$ cat src/rtl/io_uart_tx_pkg.sv
`default_nettype none
// ============================================================================
// Module      : io_uart_tx_pkg
// Description : Shared definitions for the memory-mapped UART transmitter:
//               IO window base, register offsets (ioAddr[3:2]), STATUS bit
//               positions and the 2-bit transmit state encoding.
// Ports       : none (package)
// Revision    : 1.0 - initial release
// ============================================================================
package io_uart_tx_pkg;

  localparam logic [31:0] IO_BASE = 32'h7000_0000;

  // Register offsets, word index taken from ioAddr[3:2]
  localparam logic [1:0] REG_DATA    = 2'd0;
  localparam logic [1:0] REG_STATUS  = 2'd1;
  localparam logic [1:0] REG_BAUDDIV = 2'd2;
  localparam logic [1:0] REG_RSVD    = 2'd3;

  // STATUS bit positions
  localparam int STAT_BUSY    = 0;
  localparam int STAT_FULL    = 1;
  localparam int STAT_EMPTY   = 2;
  localparam int STAT_OVF     = 3;
  localparam int STAT_CNT_LSB = 8;
  localparam int STAT_CNT_W   = 4;

  typedef enum logic [1:0] {
    ST_IDLE  = 2'd0,
    ST_START = 2'd1,
    ST_DATA  = 2'd2,
    ST_STOP  = 2'd3
  } uart_state_e;

endpackage
`default_nettype wire

$ cat src/rtl/io_fifo.sv
`default_nettype none
// ============================================================================
// Module      : io_fifo
// Description : Synchronous byte FIFO with asynchronous active-high reset.
//               A push while full is accepted only when a pop happens in the
//               same cycle; otherwise it is dropped.
// Ports       : clk, rst      - clock / async reset
//               push_i, data_i - push request and byte
//               pop_i          - pop request (ignored while empty)
//               data_o         - head byte (valid while not empty)
//               full_o, empty_o, count_o - occupancy
// Revision    : 1.0 - initial release
// ============================================================================
module io_fifo #(
  parameter int DEPTH = 8,
  parameter int AW    = $clog2(DEPTH)
) (
  input  logic         clk,
  input  logic         rst,
  input  logic         push_i,
  input  logic [7:0]   data_i,
  input  logic         pop_i,
  output logic [7:0]   data_o,
  output logic         full_o,
  output logic         empty_o,
  output logic [AW:0]  count_o
);

  localparam logic [AW-1:0] PTR_ONE  = AW'(1);
  localparam logic [AW:0]   CNT_ONE  = (AW + 1)'(1);
  localparam logic [AW:0]   CNT_FULL = (AW + 1)'(DEPTH);

  logic [7:0]    mem_q [DEPTH];
  logic [AW-1:0] wr_ptr_q, rd_ptr_q;
  logic [AW:0]   count_q;
  logic          w_push, w_pop;

  assign full_o  = (count_q == CNT_FULL);
  assign empty_o = (count_q == '0);
  assign count_o = count_q;
  assign data_o  = mem_q[rd_ptr_q];

  assign w_pop  = pop_i && !empty_o;
  // A full FIFO still accepts a byte when the head leaves in the same cycle.
  assign w_push = push_i && (!full_o || w_pop);

  always_ff @(posedge clk or posedge rst) begin
    if (rst) begin
      wr_ptr_q <= '0;
      rd_ptr_q <= '0;
      count_q  <= '0;
    end else begin
      if (w_push) wr_ptr_q <= wr_ptr_q + PTR_ONE;
      if (w_pop)  rd_ptr_q <= rd_ptr_q + PTR_ONE;
      case ({w_push, w_pop})
        2'b10:   count_q <= count_q + CNT_ONE;
        2'b01:   count_q <= count_q - CNT_ONE;
        default: count_q <= count_q;
      endcase
    end
  end

  // Storage needs no reset; only entries behind the pointers are ever read.
  always_ff @(posedge clk) begin
    if (w_push) mem_q[wr_ptr_q] <= data_i;
  end

endmodule
`default_nettype wire

$ cat src/rtl/io_uart_tx.sv
`default_nettype none
// ============================================================================
// Module      : io_uart_tx
// Description : Memory-mapped 8N1 UART transmitter. DATA writes feed a byte
//               FIFO drained by a START/DATA/STOP state machine at a bit
//               period of BAUDDIV+1 clocks.
// Ports       : clk, rst  - clock / async active-high reset
//               ioCe, ioWe, ioAddr, ioWtData - IO bus write side
//               ioRdData  - combinational read data (0 when ioCe=0)
//               txd       - serial output, idle high
// Revision    : 1.0 - initial release
// ============================================================================
module io_uart_tx
  import io_uart_tx_pkg::*;
#(
  parameter int FIFO_DEPTH  = 8,
  parameter int DIV_W       = 16,
  parameter int DEFAULT_DIV = 433
) (
  input  logic        clk,
  input  logic        rst,
  input  logic        ioCe,
  input  logic        ioWe,
  input  logic [31:0] ioAddr,
  input  logic [31:0] ioWtData,
  output logic [31:0] ioRdData,
  output logic        txd
);

  localparam int CW = $clog2(FIFO_DEPTH) + 1;

  uart_state_e      state_q, state_d;
  logic             txd_q, txd_d;
  logic [7:0]       shift_q, shift_d;
  logic [2:0]       bit_q, bit_d;
  logic [DIV_W-1:0] div_q, div_d;
  logic [DIV_W-1:0] baud_q;
  logic             ovf_q;

  logic             w_wr;
  logic [1:0]       w_sel;
  logic             w_push, w_pop;
  logic             w_full, w_empty;
  logic [7:0]       w_head;
  logic [CW-1:0]    w_count;
  logic [31:0]      w_count_ext;
  logic [31:0]      w_status;
  logic             w_bnd;
  logic             w_unused_bits;

  assign w_wr   = ioCe && ioWe;
  assign w_sel  = ioAddr[3:2];
  assign w_push = w_wr && (w_sel == REG_DATA);

  io_fifo #(
    .DEPTH (FIFO_DEPTH)
  ) u_fifo (
    .clk     (clk),
    .rst     (rst),
    .push_i  (w_push),
    .data_i  (ioWtData[7:0]),
    .pop_i   (w_pop),
    .data_o  (w_head),
    .full_o  (w_full),
    .empty_o (w_empty),
    .count_o (w_count)
  );

  // --------------------------------------------------------------------------
  // Software-visible registers
  // --------------------------------------------------------------------------
  always_ff @(posedge clk or posedge rst) begin
    if (rst) begin
      baud_q <= DIV_W'(DEFAULT_DIV);
      ovf_q  <= 1'b0;
    end else begin
      if (w_wr && (w_sel == REG_BAUDDIV)) baud_q <= ioWtData[DIV_W-1:0];
      if (w_wr && (w_sel == REG_STATUS) && ioWtData[STAT_OVF]) begin
        ovf_q <= 1'b0;
      end else if (w_push && w_full && !w_pop) begin
        ovf_q <= 1'b1;
      end
    end
  end

  assign w_count_ext = 32'(w_count);

  always_comb begin
    w_status = '0;
    w_status[STAT_BUSY]  = (state_q != ST_IDLE);
    w_status[STAT_FULL]  = w_full;
    w_status[STAT_EMPTY] = w_empty;
    w_status[STAT_OVF]   = ovf_q;
    w_status[STAT_CNT_LSB +: STAT_CNT_W] = w_count_ext[STAT_CNT_W-1:0];
  end

  always_comb begin
    ioRdData = '0;
    if (ioCe) begin
      case (w_sel)
        REG_STATUS:  ioRdData = w_status;
        REG_BAUDDIV: ioRdData = 32'(baud_q);
        default:     ioRdData = '0;
      endcase
    end
  end

  // --------------------------------------------------------------------------
  // Transmit state machine
  // --------------------------------------------------------------------------
  // The boundary compare uses the live BAUDDIV value, so a smaller value
  // written mid-bit lets the counter run on until it wraps.
  assign w_bnd = (div_q == baud_q);

  always_ff @(posedge clk or posedge rst) begin
    if (rst) begin
      state_q <= ST_IDLE;
      txd_q   <= 1'b1;
      shift_q <= '0;
      bit_q   <= '0;
      div_q   <= '0;
    end else begin
      state_q <= state_d;
      txd_q   <= txd_d;
      shift_q <= shift_d;
      bit_q   <= bit_d;
      div_q   <= div_d;
    end
  end

  always_comb begin
    state_d = state_q;
    txd_d   = txd_q;
    shift_d = shift_q;
    bit_d   = bit_q;
    div_d   = '0;
    w_pop   = 1'b0;

    if (state_q != ST_IDLE) begin
      div_d = w_bnd ? '0 : div_q + DIV_W'(1);
    end

    case (state_q)
      ST_IDLE: begin
        if (!w_empty) begin
          shift_d = w_head;
          w_pop   = 1'b1;
          txd_d   = 1'b0;
          state_d = ST_START;
        end
      end
      ST_START: begin
        if (w_bnd) begin
          txd_d   = shift_q[0];
          shift_d = {1'b0, shift_q[7:1]};
          bit_d   = 3'd0;
          state_d = ST_DATA;
        end
      end
      ST_DATA: begin
        if (w_bnd) begin
          if (bit_q == 3'd7) begin
            txd_d   = 1'b1;
            state_d = ST_STOP;
          end else begin
            txd_d   = shift_q[0];
            shift_d = {1'b0, shift_q[7:1]};
            bit_d   = bit_q + 3'd1;
          end
        end
      end
      ST_STOP: begin
        if (w_bnd) begin
          // Chain straight into the next frame when more data is queued.
          if (!w_empty) begin
            shift_d = w_head;
            w_pop   = 1'b1;
            txd_d   = 1'b0;
            state_d = ST_START;
          end else begin
            state_d = ST_IDLE;
          end
        end
      end
      default: state_d = ST_IDLE;
    endcase
  end

  assign txd = txd_q;

  // Address and data bits outside the decoded fields are intentionally ignored.
  assign w_unused_bits = ^{ioAddr, ioWtData, w_count_ext};

endmodule
`default_nettype wire

$ cat config.mk
export PLATFORM = sky130hd
export DESIGN_NAME = io_uart_tx
export DESIGN_NICKNAME = d
export VERILOG_FILES = /design/src/rtl/io_uart_tx_pkg.sv /design/src/rtl/io_fifo.sv /design/src/rtl/io_uart_tx.sv
export SDC_FILE = /design/constraint.sdc
export NUM_CORES = 1
export LEC_CHECK = 0
export CAP_MARGIN = 15
export CORE_MARGIN = 8
export CORE_UTILIZATION = 53
export CTS_CLUSTER_DIAMETER = 150
export DETAILED_ROUTE_END_ITERATION = 16
export GPL_ROUTABILITY_DRIVEN = 0
export PLACE_DENSITY = 0.81
export SKIP_LAST_GASP = 1
export SYNTH_ARGS = -nofsm -noshare
export SYNTH_HDL_FRONTEND = slang
export SYNTH_SLANG_ARGS = --single-unit
export TNS_END_PERCENT = 1
$ cat constraint.sdc
create_clock -name clk -period 3.72 [get_ports clk]
set_clock_uncertainty 0.05 [all_clocks]
set_input_delay 0.558 -clock clk [delete_from_list [all_inputs] [get_ports clk]]
set_output_delay 0.558 -clock clk [all_outputs]
set_load 0.01 [all_outputs]
==> reports/qor.yml, run 1 <==
drtIter0Drc: 300
ant_nets: 0
start_util: 0.538
min_path_cells: 2
reg2reg_depth: 12
cts.repair.resized: 0
dieHeight_um: 120
synth.distinct_cells: 50
synthTopCellsByArea: "edfxtp_1 33%, dfrtp_1 22%, mux4_2 6.3%, mux2_2 5.3%, xnor2_1 4.0%"
vias: 3647
dp.cells: 600
ys_ff_latch: 121
clock_latency_ns: 0.52
vdd_ir_drop_max_mv: 0.344
path_max_fanout: 18
worst_slew_pin_slew_ns: 0.847
maxSlewHeadroom: 0.435
final_nets: 563
cp_data_arrival_time_ns: 3.54
finalSetupTns_ns: 0
die_w_um: 120
yosysTopAreaCell: "edfxtp_1"
grt_overflow: 0
critPathLaunchType: "flip-flop"
rr_startpoint: "state_q[0]$_DFFE_PP0P_"
min_to: "txd$_DFFE_PP1P_"
syn_area_per_cell_um2: 13.4
min_from: "txd$_DFFE_PP1P_"
reg2reg_to: "u_fifo.count_o[2]$_DFFE_PP0P_"
fin_crit_ns: 3.20
power.total_mw: 4.66
synth_area_um2: 5750
pwr-share-clk: 0.314
internal-power_mw: 3.18
status: "completed"
synth_edf_count: 64
grt_pass1_wl_um: 20100
synth.most_common_cell: "edfxtp_1"
cp_slowest_stage_delay_ns: 0.52
cts_hold_buf: 0
pwr-share-comb: 0.277
core-area_um2: 10700
crit_start: "state_q[0]$_DFFE_PP0P_"
routedWlPerCell_um: 19.7
synth_common_cells: "64 x edfxtp_1, 51 x dfrtp_1, 27 x mux2_2, 26 x nor2_1, 26 x xnor2_1"
cts_sinks: 121
crit_path_top_delay_cell: "ha_1"
portBuffers: 38
synth-main-ff-cell: "edfxtp_1"
report.final.hold_viol_count: 0
yosysWarnings: 0
die_area_um2: 14400
leakagePower_nw: 2.59
dp_hpwl_um: 8350
max_freq_mhz: 313
slew_violations: 0
async_flop_share: 0.471
grt_max_degree: 34
drc: 0
root_buffer: "clkbuf_8"
rows: 38
hold_class: "reg -> reg"
grt_use_total: 0.182
path_class: "reg -> reg"
drt-total-wl_um: 12400
p_per_area_nw_per_um2: 683
worst_setup_path_end_kind: "flip-flop"
synthCells: 429
n_antenna_cell: 0
swShare: 0.317
crit_chain: "inv_1, ha_1, nor3_1, o21ba_2, o21ai_0, ha_1, xor2_1, ha_1, a21oi_1, xor2_1, nor2_1, xor2_1"
worstPathRequired_ns: 4.06
htreeDepth: 4
max_cap_violations: 0
setup_viol: 0
layout-drive-gt1-share: 0.207
fin_crit_sh: 0.859
switchingPower_mw: 1.48
grt_pass1_vias: 3789
cts_setup_buffers: 0
crit_buf_inv: 1
rsz0062_at_grt: "false"
r2r_slack_ns: 0.52
antenna_found_initial: 0
clk_pin_slew_ns: 0.05
power_frac_seq: 0.409
dr.pass1.iters: 4
syn2layout_area_growth_pct: 18.5
routed_via_density: 5.77
path_delay_family: "adder cells"
num_io_pins: 101
synth_top_area_share: 0.334
fin_cells: 632
cts_buffers: 17
cts_tree: "yes"
ys_seq_area_frac: 0.583
clockBufferDepth: 2
-- layout by cell type (no fill, tap or decap), types with 2 or more instances in the layout --
cell / count
clkinv_1: 2
nand3b_1: 2
mux2i_1: 9
a22oi_1: 8
o21ai_0: 18
clkinv_2: 4
clkbuf_8: 2
nand2_1: 19
buf_4: 17
mux2_2: 27
nand2b_1: 3
edfxtp_1: 64
nor3_1: 6
a22o_1: 3
conb_1: 16
clkbuf_16: 16
dfstp_2: 6
nor2_1: 26
ha_1: 16
a21oi_1: 9
nand4_1: 10
clkinvlp_4: 4
clkdlybuf4s50_1: 38
xnor2_1: 26
or2_2: 2
nand3_1: 9
mux4_2: 16
nor4_1: 3
or3_1: 5
dfrtp_1: 51
nor4b_1: 3
xor2_1: 9
and3_1: 9
inv_1: 11
-- layer usage --
| metal | GRT usage | routed length (um) |
|---|---|---|
| met5 | 0 | 0 |
| met4 | 0.0796 | 225 |
| met3 | 0.0462 | 792 |
| met2 | 0.311 | 6450 |
| met1 | 0.214 | 4950 |
-- cells by family (layout without fill, tap and decap cells) --
kind of cell / count (synthesis) / in the layout / synth area share
other cells: 1 / 16 / 0.000652
compound gates: 50 / 50 / 0.0600
fa+ha+maj: 16 / 16 / 0.0348
xor+xnor: 35 / 35 / 0.0533
mux: 52 / 52 / 0.131
flops: 121 / 121 / 0.583
simple gates: 103 / 103 / 0.0928
buf+inv: 51 / 99 / 0.0441
-- worst max-delay path by stage --
stage | depth (start not counted) | end
3_5_place_dp | 11 | u_fifo.count_o[2]$_DFFE_PP0P_
2_1_floorplan | 8 | u_fifo.mem_q[4][0]$_DFFE_PP_
4_1_cts | 12 | u_fifo.count_o[2]$_DFFE_PP0P_
5_1_grt | 12 | u_fifo.count_o[2]$_DFFE_PP0P_
6_report | 12 | u_fifo.count_o[2]$_DFFE_PP0P_
3_3_place_gp | 11 | u_fifo.count_o[2]$_DFFE_PP0P_
-- through the flow --
stage / utilization / setup slack (ns) / hold WS [ns] / instance area (um2)
detailed placement: 0.587 / 0.569 / 0.432 / 6280
global placement: 0.587 / 0.612 / 0.426 / 6280
CTS: 0.638 / 0.543 / 0.439 / 6820
floorplan: - / 0.500 / 0.415 / 5810
finish: 0.638 / 0.524 / 0.433 / 6820
global route: 0.638 / 0.201 / 0.451 / 6820
-- area by class of cell --
cell class,instances,area [um2]
Multi-Input combinational cell,272,2200
Fill cell,755,3880
Clock inverter,13,105
Sequential cell,121,3360
Inverter,12,45.0
Clock buffer,19,432
Timing Repair Buffer,55,508
Tap cell,140,175
-- flip-flops by register name, summed over array words and instances (netlist names) --
signal,cells
ovf_q,1
bit_q,3
u_fifo.rd_ptr_q,3
state_q,2
baud_q,16
u_fifo.wr_ptr_q,3
u_fifo.count_o,4
txd,1
u_fifo.mem_q,64
div_q,16
shift_q,8
-- worst min-delay path, stage by stage, from the launching register on --
cell	delay, ns
dfstp_2	0.37
inv_1	0.04
o32ai_1	0.07
-- power by group through the flow --
stage / registers [mW] / logic [mW] / clock network [mW]
6_report: 1.90 / 1.29 / 1.46
5_1_grt: 1.93 / 1.44 / 1.55
4_1_cts: 1.90 / 1.30 / 1.49
3_5_place_dp: 1.92 / 1.28 / 0
3_3_place_gp: 1.90 / 1.22 / 0
2_1_floorplan: 1.74 / 1.13 / 0
Power figures use the tool's default switching activity.
==> inputs of run 2 (changes only) <==
--- a/config.mk
+++ b/config.mk
@@ -9,6 +9,7 @@
 export CORE_MARGIN = 8
 export CORE_UTILIZATION = 53
 export CTS_CLUSTER_DIAMETER = 150
+export CTS_CLUSTER_SIZE = 12
 export DETAILED_ROUTE_END_ITERATION = 16
 export GPL_ROUTABILITY_DRIVEN = 0
 export PLACE_DENSITY = 0.81
==> results of run 2 <==
The final DEF is identical to that of run 1; final timing and power are the same.
